===== src/rtl/mips_pkg.sv =====
// mips_pkg: shared constants and decode helper for the MIPS pipeline.
//   - opcode / funct constants for the supported instruction subset
//   - ALUOp and PCSrc encodings
//   - ctrl_t: the decoded EX/MEM/WB control bundle handed to ID/EX
//   - decode_ctrl(): opcode/funct -> ctrl_t (unsupported encodings give all-zero)
package mips_pkg;

    localparam logic [5:0] OP_R    = 6'b000000;
    localparam logic [5:0] OP_LW   = 6'b100011;
    localparam logic [5:0] OP_SW   = 6'b101011;
    localparam logic [5:0] OP_BEQ  = 6'b000100;
    localparam logic [5:0] OP_BNE  = 6'b000101;
    localparam logic [5:0] OP_ADDI = 6'b001000;
    localparam logic [5:0] OP_ANDI = 6'b001100;
    localparam logic [5:0] OP_J    = 6'b000010;

    localparam logic [5:0] FUNCT_ADD = 6'b100000;
    localparam logic [5:0] FUNCT_SUB = 6'b100010;
    localparam logic [5:0] FUNCT_AND = 6'b100100;
    localparam logic [5:0] FUNCT_OR  = 6'b100101;
    localparam logic [5:0] FUNCT_SLT = 6'b101010;

    localparam logic [1:0] ALUOP_ADD   = 2'b00;
    localparam logic [1:0] ALUOP_SUB   = 2'b01;
    localparam logic [1:0] ALUOP_FUNCT = 2'b10;
    localparam logic [1:0] ALUOP_AND   = 2'b11;

    localparam logic [1:0] PCSRC_PC4    = 2'b00;
    localparam logic [1:0] PCSRC_BRANCH = 2'b01;
    localparam logic [1:0] PCSRC_JUMP   = 2'b10;

    typedef struct packed {
        logic       reg_write;
        logic       mem_to_reg;
        logic       mem_write;
        logic       mem_read;
        logic       reg_dst;
        logic       alu_src;
        logic [1:0] alu_op;
    } ctrl_t;

    function automatic ctrl_t decode_ctrl(input logic [5:0] opcode, input logic [5:0] funct);
        ctrl_t c;
        c = '0;
        case (opcode)
            OP_R: begin
                // Only the supported R-type functions produce control; the
                // rest of the R space is treated as a nop.
                if (funct == FUNCT_ADD || funct == FUNCT_SUB || funct == FUNCT_AND ||
                    funct == FUNCT_OR  || funct == FUNCT_SLT) begin
                    c.reg_write = 1'b1;
                    c.reg_dst   = 1'b1;
                    c.alu_op    = ALUOP_FUNCT;
                end
            end
            OP_LW: begin
                c.reg_write  = 1'b1;
                c.mem_to_reg = 1'b1;
                c.mem_read   = 1'b1;
                c.alu_src    = 1'b1;
                c.alu_op     = ALUOP_ADD;
            end
            OP_SW: begin
                c.mem_write = 1'b1;
                c.alu_src   = 1'b1;
                c.alu_op    = ALUOP_ADD;
            end
            OP_ADDI: begin
                c.reg_write = 1'b1;
                c.alu_src   = 1'b1;
                c.alu_op    = ALUOP_ADD;
            end
            OP_ANDI: begin
                c.reg_write = 1'b1;
                c.alu_src   = 1'b1;
                c.alu_op    = ALUOP_AND;
            end
            OP_BEQ, OP_BNE: begin
                c.alu_op = ALUOP_SUB;
            end
            default: c = '0;
        endcase
        return c;
    endfunction

endpackage


===== src/rtl/reg_file.sv =====
// reg_file: NREG x DW register file, one write port, two combinational read
// ports with write-through bypass. Register 0 reads zero and ignores writes.
//   clk, rst        : clock, asynchronous active-high reset (clears all regs)
//   we/waddr/wdata  : write port, committed on posedge clk
//   raddr1/rdata1   : read port 1
//   raddr2/rdata2   : read port 2
module reg_file
#(
    parameter int NREG = 32,
    parameter int DW   = 32,
    localparam int AW  = $clog2(NREG)
) (
    input  logic          clk,
    input  logic          rst,
    input  logic          we,
    input  logic [AW-1:0] waddr,
    input  logic [DW-1:0] wdata,
    input  logic [AW-1:0] raddr1,
    input  logic [AW-1:0] raddr2,
    output logic [DW-1:0] rdata1,
    output logic [DW-1:0] rdata2
);

    logic [DW-1:0] regs_q [NREG];
    logic [DW-1:0] regs_d [NREG];
    logic          wr_live;

    // A write seen while reset is held is dropped, so it must not bypass either.
    assign wr_live = we && !rst && (waddr != '0);

    always_comb begin
        regs_d = regs_q;
        if (wr_live) begin
            regs_d[waddr] = wdata;
        end
    end

    always_ff @(posedge clk or posedge rst) begin
        if (rst) begin
            regs_q <= '{default: '0};
        end else begin
            regs_q <= regs_d;
        end
    end

    always_comb begin
        rdata1 = '0;
        rdata2 = '0;
        if (raddr1 != '0) begin
            rdata1 = (wr_live && waddr == raddr1) ? wdata : regs_q[raddr1];
        end
        if (raddr2 != '0) begin
            rdata2 = (wr_live && waddr == raddr2) ? wdata : regs_q[raddr2];
        end
    end

endmodule


===== src/rtl/id_stage.sv =====
// id_stage: MIPS instruction-decode stage between IF/ID and ID/EX.
//   Inputs : Instr/PCPlus4 from IF/ID; WB write port; EX and MEM stage
//            control/destination for hazard detection; MEMALUResult for
//            branch-operand forwarding.
//   Outputs: decoded control and operands for ID/EX, PC/IF-ID enables,
//            IDEXFlush bubble request, IFFlush, PCSrc and branch/jump targets.
// Decode, hazard detection and branch compare are all combinational; the only
// state is the register file.
module id_stage
    import mips_pkg::*;
#(
    parameter int NREG = 32,
    parameter int DW   = 32
) (
    input  logic          Clk,
    input  logic          Reset,
    input  logic [31:0]   Instr,
    input  logic [DW-1:0] PCPlus4,
    input  logic          WBRegWrite,
    input  logic [4:0]    WBWriteReg,
    input  logic [DW-1:0] WBWriteData,
    input  logic          EXRegWrite,
    input  logic          EXMemRead,
    input  logic [4:0]    EXWriteReg,
    input  logic          MEMRegWrite,
    input  logic          MEMMemRead,
    input  logic [4:0]    MEMWriteReg,
    input  logic [DW-1:0] MEMALUResult,
    output logic          IDRegWrite,
    output logic          IDMemtoReg,
    output logic          IDMemWrite,
    output logic          IDMemRead,
    output logic          IDRegDst,
    output logic          IDALUSrc,
    output logic [1:0]    IDALUOp,
    output logic [DW-1:0] IDRegData1,
    output logic [DW-1:0] IDRegData2,
    output logic [DW-1:0] IDSignExImm,
    output logic [4:0]    IDrs,
    output logic [4:0]    IDrt,
    output logic [4:0]    IDrd,
    output logic          PCWrite,
    output logic          IFIDWrite,
    output logic          IDEXFlush,
    output logic          IFFlush,
    output logic [1:0]    PCSrc,
    output logic [DW-1:0] BranchTarget,
    output logic [DW-1:0] JumpTarget
);

    logic [5:0]    opcode;
    logic [5:0]    funct;
    ctrl_t         ctrl;
    ctrl_t         ctrl_out;
    logic          is_beq, is_bne, is_branch, is_j, uses_rt;
    logic          ex_match, mem_match;
    logic          load_use, branch_stall, stall;
    logic          taken, jump;
    logic [DW-1:0] rd1, rd2, cmp_a, cmp_b;

    assign opcode = Instr[31:26];
    assign funct  = Instr[5:0];
    assign IDrs   = Instr[25:21];
    assign IDrt   = Instr[20:16];
    assign IDrd   = Instr[15:11];

    assign IDSignExImm  = {{(DW-16){Instr[15]}}, Instr[15:0]};
    assign BranchTarget = PCPlus4 + {IDSignExImm[DW-3:0], 2'b00};
    assign JumpTarget   = {PCPlus4[31:28], Instr[25:0], 2'b00};

    reg_file #(.NREG(NREG), .DW(DW)) u_reg_file (
        .clk    (Clk),
        .rst    (Reset),
        .we     (WBRegWrite),
        .waddr  (WBWriteReg),
        .wdata  (WBWriteData),
        .raddr1 (IDrs),
        .raddr2 (IDrt),
        .rdata1 (rd1),
        .rdata2 (rd2)
    );

    assign IDRegData1 = rd1;
    assign IDRegData2 = rd2;

    always_comb begin
        ctrl      = decode_ctrl(opcode, funct);
        is_beq    = (opcode == OP_BEQ);
        is_bne    = (opcode == OP_BNE);
        is_branch = is_beq || is_bne;
        is_j      = (opcode == OP_J);
        // rt is a source for R-type, branches and sw; for lw/addi/andi it is
        // the destination and must not trigger a load-use stall.
        uses_rt   = (opcode == OP_R) || is_branch || (opcode == OP_SW);
    end

    always_comb begin
        ex_match  = (EXWriteReg != 5'd0) && (EXWriteReg == IDrs || EXWriteReg == IDrt);
        mem_match = (MEMWriteReg != 5'd0) && (MEMWriteReg == IDrs || MEMWriteReg == IDrt);

        load_use = EXMemRead && (EXWriteReg != 5'd0) &&
                   (EXWriteReg == IDrs || (uses_rt && EXWriteReg == IDrt));

        // A branch compares in ID, so anything still being computed in EX, or
        // a load still in MEM, cannot be forwarded in time.
        branch_stall = is_branch && ((EXRegWrite && ex_match) || (MEMMemRead && mem_match));

        stall = load_use || branch_stall;
    end

    // MEM forwarding for the branch compare wins over the register file and
    // its WB bypass, since MEM holds the younger value.
    always_comb begin
        cmp_a = rd1;
        cmp_b = rd2;
        if (MEMRegWrite && MEMWriteReg != 5'd0 && MEMWriteReg == IDrs) begin
            cmp_a = MEMALUResult;
        end
        if (MEMRegWrite && MEMWriteReg != 5'd0 && MEMWriteReg == IDrt) begin
            cmp_b = MEMALUResult;
        end
        taken = !stall && ((is_beq && cmp_a == cmp_b) || (is_bne && cmp_a != cmp_b));
        jump  = !stall && is_j;
    end

    always_comb begin
        if (Reset) begin
            PCWrite   = 1'b0;
            IFIDWrite = 1'b0;
            IDEXFlush = 1'b1;
            IFFlush   = 1'b1;
            PCSrc     = PCSRC_PC4;
            ctrl_out  = '0;
        end else begin
            PCWrite   = !stall;
            IFIDWrite = !stall;
            IDEXFlush = stall;
            IFFlush   = taken || jump;
            PCSrc     = taken ? PCSRC_BRANCH : (jump ? PCSRC_JUMP : PCSRC_PC4);
            // Control is passed through unmasked; ID/EX applies the bubble.
            ctrl_out  = ctrl;
        end
    end

    assign IDRegWrite = ctrl_out.reg_write;
    assign IDMemtoReg = ctrl_out.mem_to_reg;
    assign IDMemWrite = ctrl_out.mem_write;
    assign IDMemRead  = ctrl_out.mem_read;
    assign IDRegDst   = ctrl_out.reg_dst;
    assign IDALUSrc   = ctrl_out.alu_src;
    assign IDALUOp    = ctrl_out.alu_op;

endmodule


===== config.mk =====
export PLATFORM = sky130hd
export DESIGN_NAME = id_stage
export DESIGN_NICKNAME = d
export VERILOG_FILES = /design/src/rtl/mips_pkg.sv /design/src/rtl/reg_file.sv /design/src/rtl/id_stage.sv
export SDC_FILE = /design/constraint.sdc
export NUM_CORES = 2
export LEC_CHECK = 0
export CORE_MARGIN = 8
export CORE_UTILIZATION = 39
export CTS_CLUSTER_SIZE = 10
export DETAILED_ROUTE_END_ITERATION = 8
export PLACE_DENSITY_LB_ADDON = 0.05
export SLEW_MARGIN = 25
export SYNTH_ARGS = -nofsm -noshare
export SYNTH_HDL_FRONTEND = slang
export SYNTH_SLANG_ARGS = --single-unit
export TNS_END_PERCENT = 5

===== constraint.sdc =====
create_clock -name Clk -period 35.1 [get_ports Clk]
set_input_delay 5.265 -clock Clk [delete_from_list [all_inputs] [get_ports Clk]]
set_output_delay 5.265 -clock Clk [all_outputs]
set_load 0.01 [all_outputs]

* Word-level counts from Yosys, hierarchy flattened
Cells that the tools add are included.
Storage, ports and cells: register bits after elaboration 1024, output and inout bits 189, input port bits 150, word-level logic and storage cells 135
Cells by class: reductions and logical operators 45, order comparisons 4, add/subtract/negate cells 1, multiplexer cells 30, equality and inequality tests 20, bitwise logic cells 3
Operator list (number):
- bitwise mux 1024 bit | 1
- two-way mux 32 bit | 11
- binary-select mux 32 bit (select 5 bit) | 2
- demux 32 bit (select 5 bit) | 1
- equality test 6 bit, second input constant | 7
- adder 32 bit | 1
- equality test 32 bit | 1
- inequality test 32 bit | 1
- equality test 5 bit | 6
- nonzero test 5 bit | 5
- logical AND 1 bit | 20
- >= comparator 6 bit, second input constant | 3
- NOT 5 -> 6 bit | 3
- logical OR 1 bit | 14
- equality test 6 x 3 -> 1 bit, second input constant | 2
- equality test 6 x 4 -> 1 bit, second input constant | 2
- two-way mux 1 bit | 8
- two-way mux 2 bit | 4
- two-way mux 8 bit | 1
- equality test 6 x 2 -> 1 bit, second input constant | 1
- zero test 6 bit | 1
- < comparator 6 x 1 -> 1 bit, second input constant | 1
- one-hot mux 2 bit (3 select lines) | 1
- OR reduction 4 bit | 1
- other kinds (4) | 5

* Longest topological paths before layout
depth after elaboration 13, depth in mapped cells 18, gate-level depth less buffers 15

* By module
A second synthesis with hierarchy kept.
Second synthesis, totals: cell total of the unflattened synthesis 4546, area total of the unflattened synthesis 59942.5 sq um
By module, submodules not included:
- reg_file | seq. area each 25624.6 sq um, times used 1, area an instance 55781.0 sq um, cells each 3962
- id_stage | seq. area each 0.0 sq um, times used 1, area an instance 4161.5 sq um, cells each 584

* Worst setup path after synthesis
OpenSTA, ideal clock, no wires.
path kind input port to output port, from in Reset, to out PCSrc[1], data arrival time 30.140 ns, stages 4, slack -0.305 ns, cells stage by stage inv_1 -> nand2_1 -> inv_1 -> and3_1
Between the ends: word-level cells in the longest chain between the ends 13, elaborated cells on any way between the ends 19
RTL lines:
- start: declaration | RTL line id_stage.sv:16 | input logic Reset,
- zero test 1 bit (no line)
- logical AND 1 bit (2 in series) | RTL line reg_file.sv:29 | assign wr_live = we && !rst && (waddr != '0);
- logical AND 1 bit, on equally long branches | RTL line reg_file.sv:50, reg_file.sv:53
- two-way mux 32 bit, on equally long branches | RTL line reg_file.sv:50, reg_file.sv:53
- two-way mux 32 bit, on equally long branches | RTL line reg_file.sv:49, reg_file.sv:52
- two-way mux 32 bit, on equally long branches | RTL line id_stage.sv:116, id_stage.sv:119
- equality test 32 bit or inequality test 32 bit (tied branches) | RTL line id_stage.sv:122 | taken = !stall && ((is_beq && cmp_a == cmp_b) || (is_bne && cmp_a != cmp_b));
- logical AND 1 bit | RTL line id_stage.sv:122
- logical OR 1 bit | RTL line id_stage.sv:122
- logical AND 1 bit | RTL line id_stage.sv:122
- two-way mux 2 bit | RTL line id_stage.sv:139 | PCSrc = taken ? PCSRC_BRANCH : (jump ? PCSRC_JUMP : PCSRC_PC4);
- two-way mux 2 bit * | RTL line id_stage.sv:127 | if (Reset) begin
- end: declaration | RTL line id_stage.sv:46 | output logic [1:0] PCSrc,
Mark *: on every way between the ends. The rest lies on a longest branch, timed or not.

* Worst setup path in the final report
from in Instr[22], to out PCSrc[0]
Between the ends: word-level cells in the longest chain between the ends 13, elaborated cells on any way between the ends 33
RTL lines:
- start: declaration | RTL line id_stage.sv:17 | input logic [31:0] Instr,
- NOT 5 -> 6 bit (not written as such) | RTL line reg_file.sv:50 | rdata1 = (wr_live && waddr == raddr1) ? wdata : regs_q[raddr1];
- binary-select mux 32 bit (select 5 bit) | RTL line reg_file.sv:50
- two-way mux 32 bit (not written as such) (2 in series) | RTL line reg_file.sv:50
- two-way mux 32 bit | RTL line reg_file.sv:50
- two-way mux 32 bit | RTL line reg_file.sv:49 | if (raddr1 != '0) begin
- two-way mux 32 bit | RTL line id_stage.sv:116 | if (MEMRegWrite && MEMWriteReg != 5'd0 && MEMWriteReg == IDrs) begin
- equality test 32 bit or inequality test 32 bit (tied branches) | RTL line id_stage.sv:122
- logical AND 1 bit | RTL line id_stage.sv:122
- logical OR 1 bit | RTL line id_stage.sv:122
- logical AND 1 bit * | RTL line id_stage.sv:122
- two-way mux 2 bit * | RTL line id_stage.sv:139
- two-way mux 2 bit * | RTL line id_stage.sv:127
Mark *: on every way between the ends. The rest lies on a longest branch, timed or not. The select of a mux whose other input is x is not followed.

==> flow_summary.json <==
{
  "htreeDepth": 3,
  "netlist_instances": 4422,
  "cts_tree": "built",
  "antenna_found_initial": 18,
  "cp_num_buf_inv": 5,
  "post_cts_buffers": 0,
  "io_buffer_count": 332,
  "final_cell_mix": "dfrtp_1, mux2_2, mux4_2, clkdlybuf4s50_1, mux2i_1",
  "outcome": "finished clean",
  "min_path_type": "flip-flop to flip-flop",
  "setup_viol": 0,
  "ys_async_sr_fraction_pct": 100,
  "drcViolationCount": 0,
  "synth-edff-count": 0,
  "hold_viol_final": 0,
  "grt_pass1_wl_mm": 352,
  "die_y_um": 408,
  "first_pass_iters": 5,
  "die_w_um": 408,
  "layout.nets": 4675,
  "grt_use_total_pct": 29.3,
  "period_minus_slack_ns": 17.44,
  "route.final.wire_length_mm": 250,
  "area_growth_pct": 13.6,
  "syn-cell-area_um2": 59800,
  "start_util_pct": 39.3,
  "start_kind": "input pin",
  "min_period_over_period_pct": 49.7,
  "yosysUniqueCellTypes": 101,
  "tns_ns": 0,
  "ant_nets": 0,
  "synth.avg_cell_area_um2": 13.5,
  "vias": 42513,
  "critical_path_required_ns": 29.83,
  "grt_max_degree": 153,
  "avgRoutedWirePerCell_um": 38.0,
  "path_class": "input pin to output pin",
  "n_fill_cell": 13964,
  "peakVddDrop_uv": 38.4,
  "hpwlAfterDp_mm": 151,
  "via_per_inst": 6.45,
  "clock_latency_ns": 0.74,
  "regToRegEndpoint": "u_reg_file.regs_q[513]",
  "grt.overflow.total": 0,
  "routabilityCongestion": 0.842,
  "finalClockSkew_ns": 0,
  "ys_warn_count": 0,
  "critPathArrivalTime_ns": 12.17,
  "final_common_cell": "dfrtp_1",
  "postCtsHoldBufs": 0,
  "synth_ff_type": "dfrtp_1",
  "end_kind": "output pin",
  "rsz0062_at_grt": "no",
  "die-area_um2": 166000,
  "clockBufferDepth": 3,
  "path_cells": "buf_8 > buf_4 > buf_12 > buf_4 > mux4_2 > a22oi_1 > a21oi_1 > o22ai_2 > a22oi_1 > or2_0 > a32oi_1 > a31oi_1 > o21bai_2 > or4_1 > a21oi_1 > clkdlybuf4s50_1",
  "cts_buffers": 120,
  "worst-slew-pin-transition_ns": 1.16,
  "p_leak_nw": 29.9,
  "path_clk_slew_ns": 0.05,
  "max_stage_delay_ns": 0.85,
  "io-pin-count": 339,
  "yosysSeqAreaShare_pct": 42.9,
  "rows": 143,
  "ys_ff_latch": 1024,
  "cts_resized": 0,
  "largest_reg_flops": 1024,
  "r2r-start": "u_reg_file.regs_q[513]",
  "cap_viol_max_count": 0,
  "top_regs": "u_reg_file.regs_q: 1024 flops",
  "min_to": "u_reg_file.regs_q[992]",
  "slew_viol_final": 0,
  "max_slew_margin_pct": 22.8,
  "grt_pass1_vias": 42589,
  "rrSetupSlack_ns": 34.26,
  "core_area_um2": 152000,
  "drive_gt1_share_pct": 39.9,
  "fin_hold_ws_ns": 0.393,
  "largest-register": "u_reg_file.regs_q",
  "holdCritStartpoint": "u_reg_file.regs_q[992]",
  "reg2regPathDepth": 1,
  "min_delay_path_depth": 0,
  "max_freq_mhz": 57.4,
  "path_max_fanout": 123,
  "crit_family": "buffers and inverters",
  "cp_slowest_cell": "buf_4",
  "cts_root_buf": "clkbuf_16",
  "cellPowerDensity_nw_per_um2": 49.5,
  "cts.sinks": 1024,
  "drt_iter0_drc": 4135
}
## area by class of cell
class	count	area (um^2)	share of cell area [%]
multi-input combinational	2808	31300	46.1
antenna	6	15.0	0.0221
clock buffer	175	3440	5.07
timing repair buffer	479	4600	6.77
inverter	62	236	0.348
sequential	1024	25600	37.7
clock inverter	9	154	0.227
tap	2030	2540	3.74
## worst max-delay path by stage
stage,from,slack (ns),endpoint,cells past startpoint
4_1_cts,Instr[22],17.70,PCSrc[0],16
2_1_floorplan,Reset,7.69,PCSrc[1],4
5_1_grt,Instr[16],17.40,PCSrc[0],17
3_3_place_gp,Instr[16],17.69,PCSrc[0],17
3_5_place_dp,Instr[16],17.72,PCSrc[0],17
6_report,Instr[22],17.66,PCSrc[0],16
## layer usage
layer  track usage, %  wire, um
met4             9.07      8780
met1             42.6    112000
met5                0         0
met2             43.1    109000
met3             7.10     20200
## power by group
| part | switching [W] | total (W) | internal [W] | leakage, nW |
|---|---|---|---|---|
| clock network | 0.000516 | 0.00120 | 0.000681 | 1.75 |
| registers | 0.000112 | 0.00144 | 0.00133 | 13.6 |
| logic | 0.000350 | 0.000717 | 0.000367 | 14.5 |
| total | 0.000978 | 0.00336 | 0.00238 | 29.9 |
## cells in the mapped netlist (all sizes together), types with 17 or more instances
library cell  instances  area [um^2]
xor2                 36          315
a31oi                18          128
a22oi               136         1040
a21o                 18          135
ha                   29          363
a22o                 26          228
nor2                 99          394
o22ai                60          407
a21oi                73          373
mux2i               193         1940
inv                  61          229
nand2               122          458
a221oi               19          173
mux4                434         9850
xnor2                49          429
o22a                 17          149
mux2                999        11200
nor3                 39          195
clkbuf              255          961
o211ai               26          195
nor2b                29          181
dfrtp              1024        25600
o21ai                73          373
buf                 274         2050
nand3                56          280
## through the flow
| stage | setup slack (ns) | instance area, um^2 | std cells | utilization [%] | power, W |
|---|---|---|---|---|---|
| final | 17.66 | 67900 | 6593 | 44.6 | 0.00336 |
| after global routing | 17.40 | 67900 | 6587 | 44.6 | 0.00349 |
| after CTS | 17.70 | 67800 | 6585 | 44.6 | 0.00338 |
| after detailed placement | 17.72 | 64200 | 6401 | 42.2 | 0.00217 |
| after global placement | 17.69 | 64100 | 6399 | 42.2 | 0.00216 |
| after floorplan | 7.69 | 59800 | 4423 | - | 0.00191 |
## logic make-up after synthesis
kind of cell               count (synthesis)  share of synthesized area (%)
AOI/OAI and AO/OA                        594                           7.31
xor gates and xnor gates                  85                           1.25
adders and majority gates                 30                          0.640
buffers and inverters                    591                           5.42
DFF                                     1024                           42.9
muxes                                   1626                           38.5
other                                      1                        0.00627
and+or+nand+nor                          471                           3.98
(Power assumes the default switching activity.)
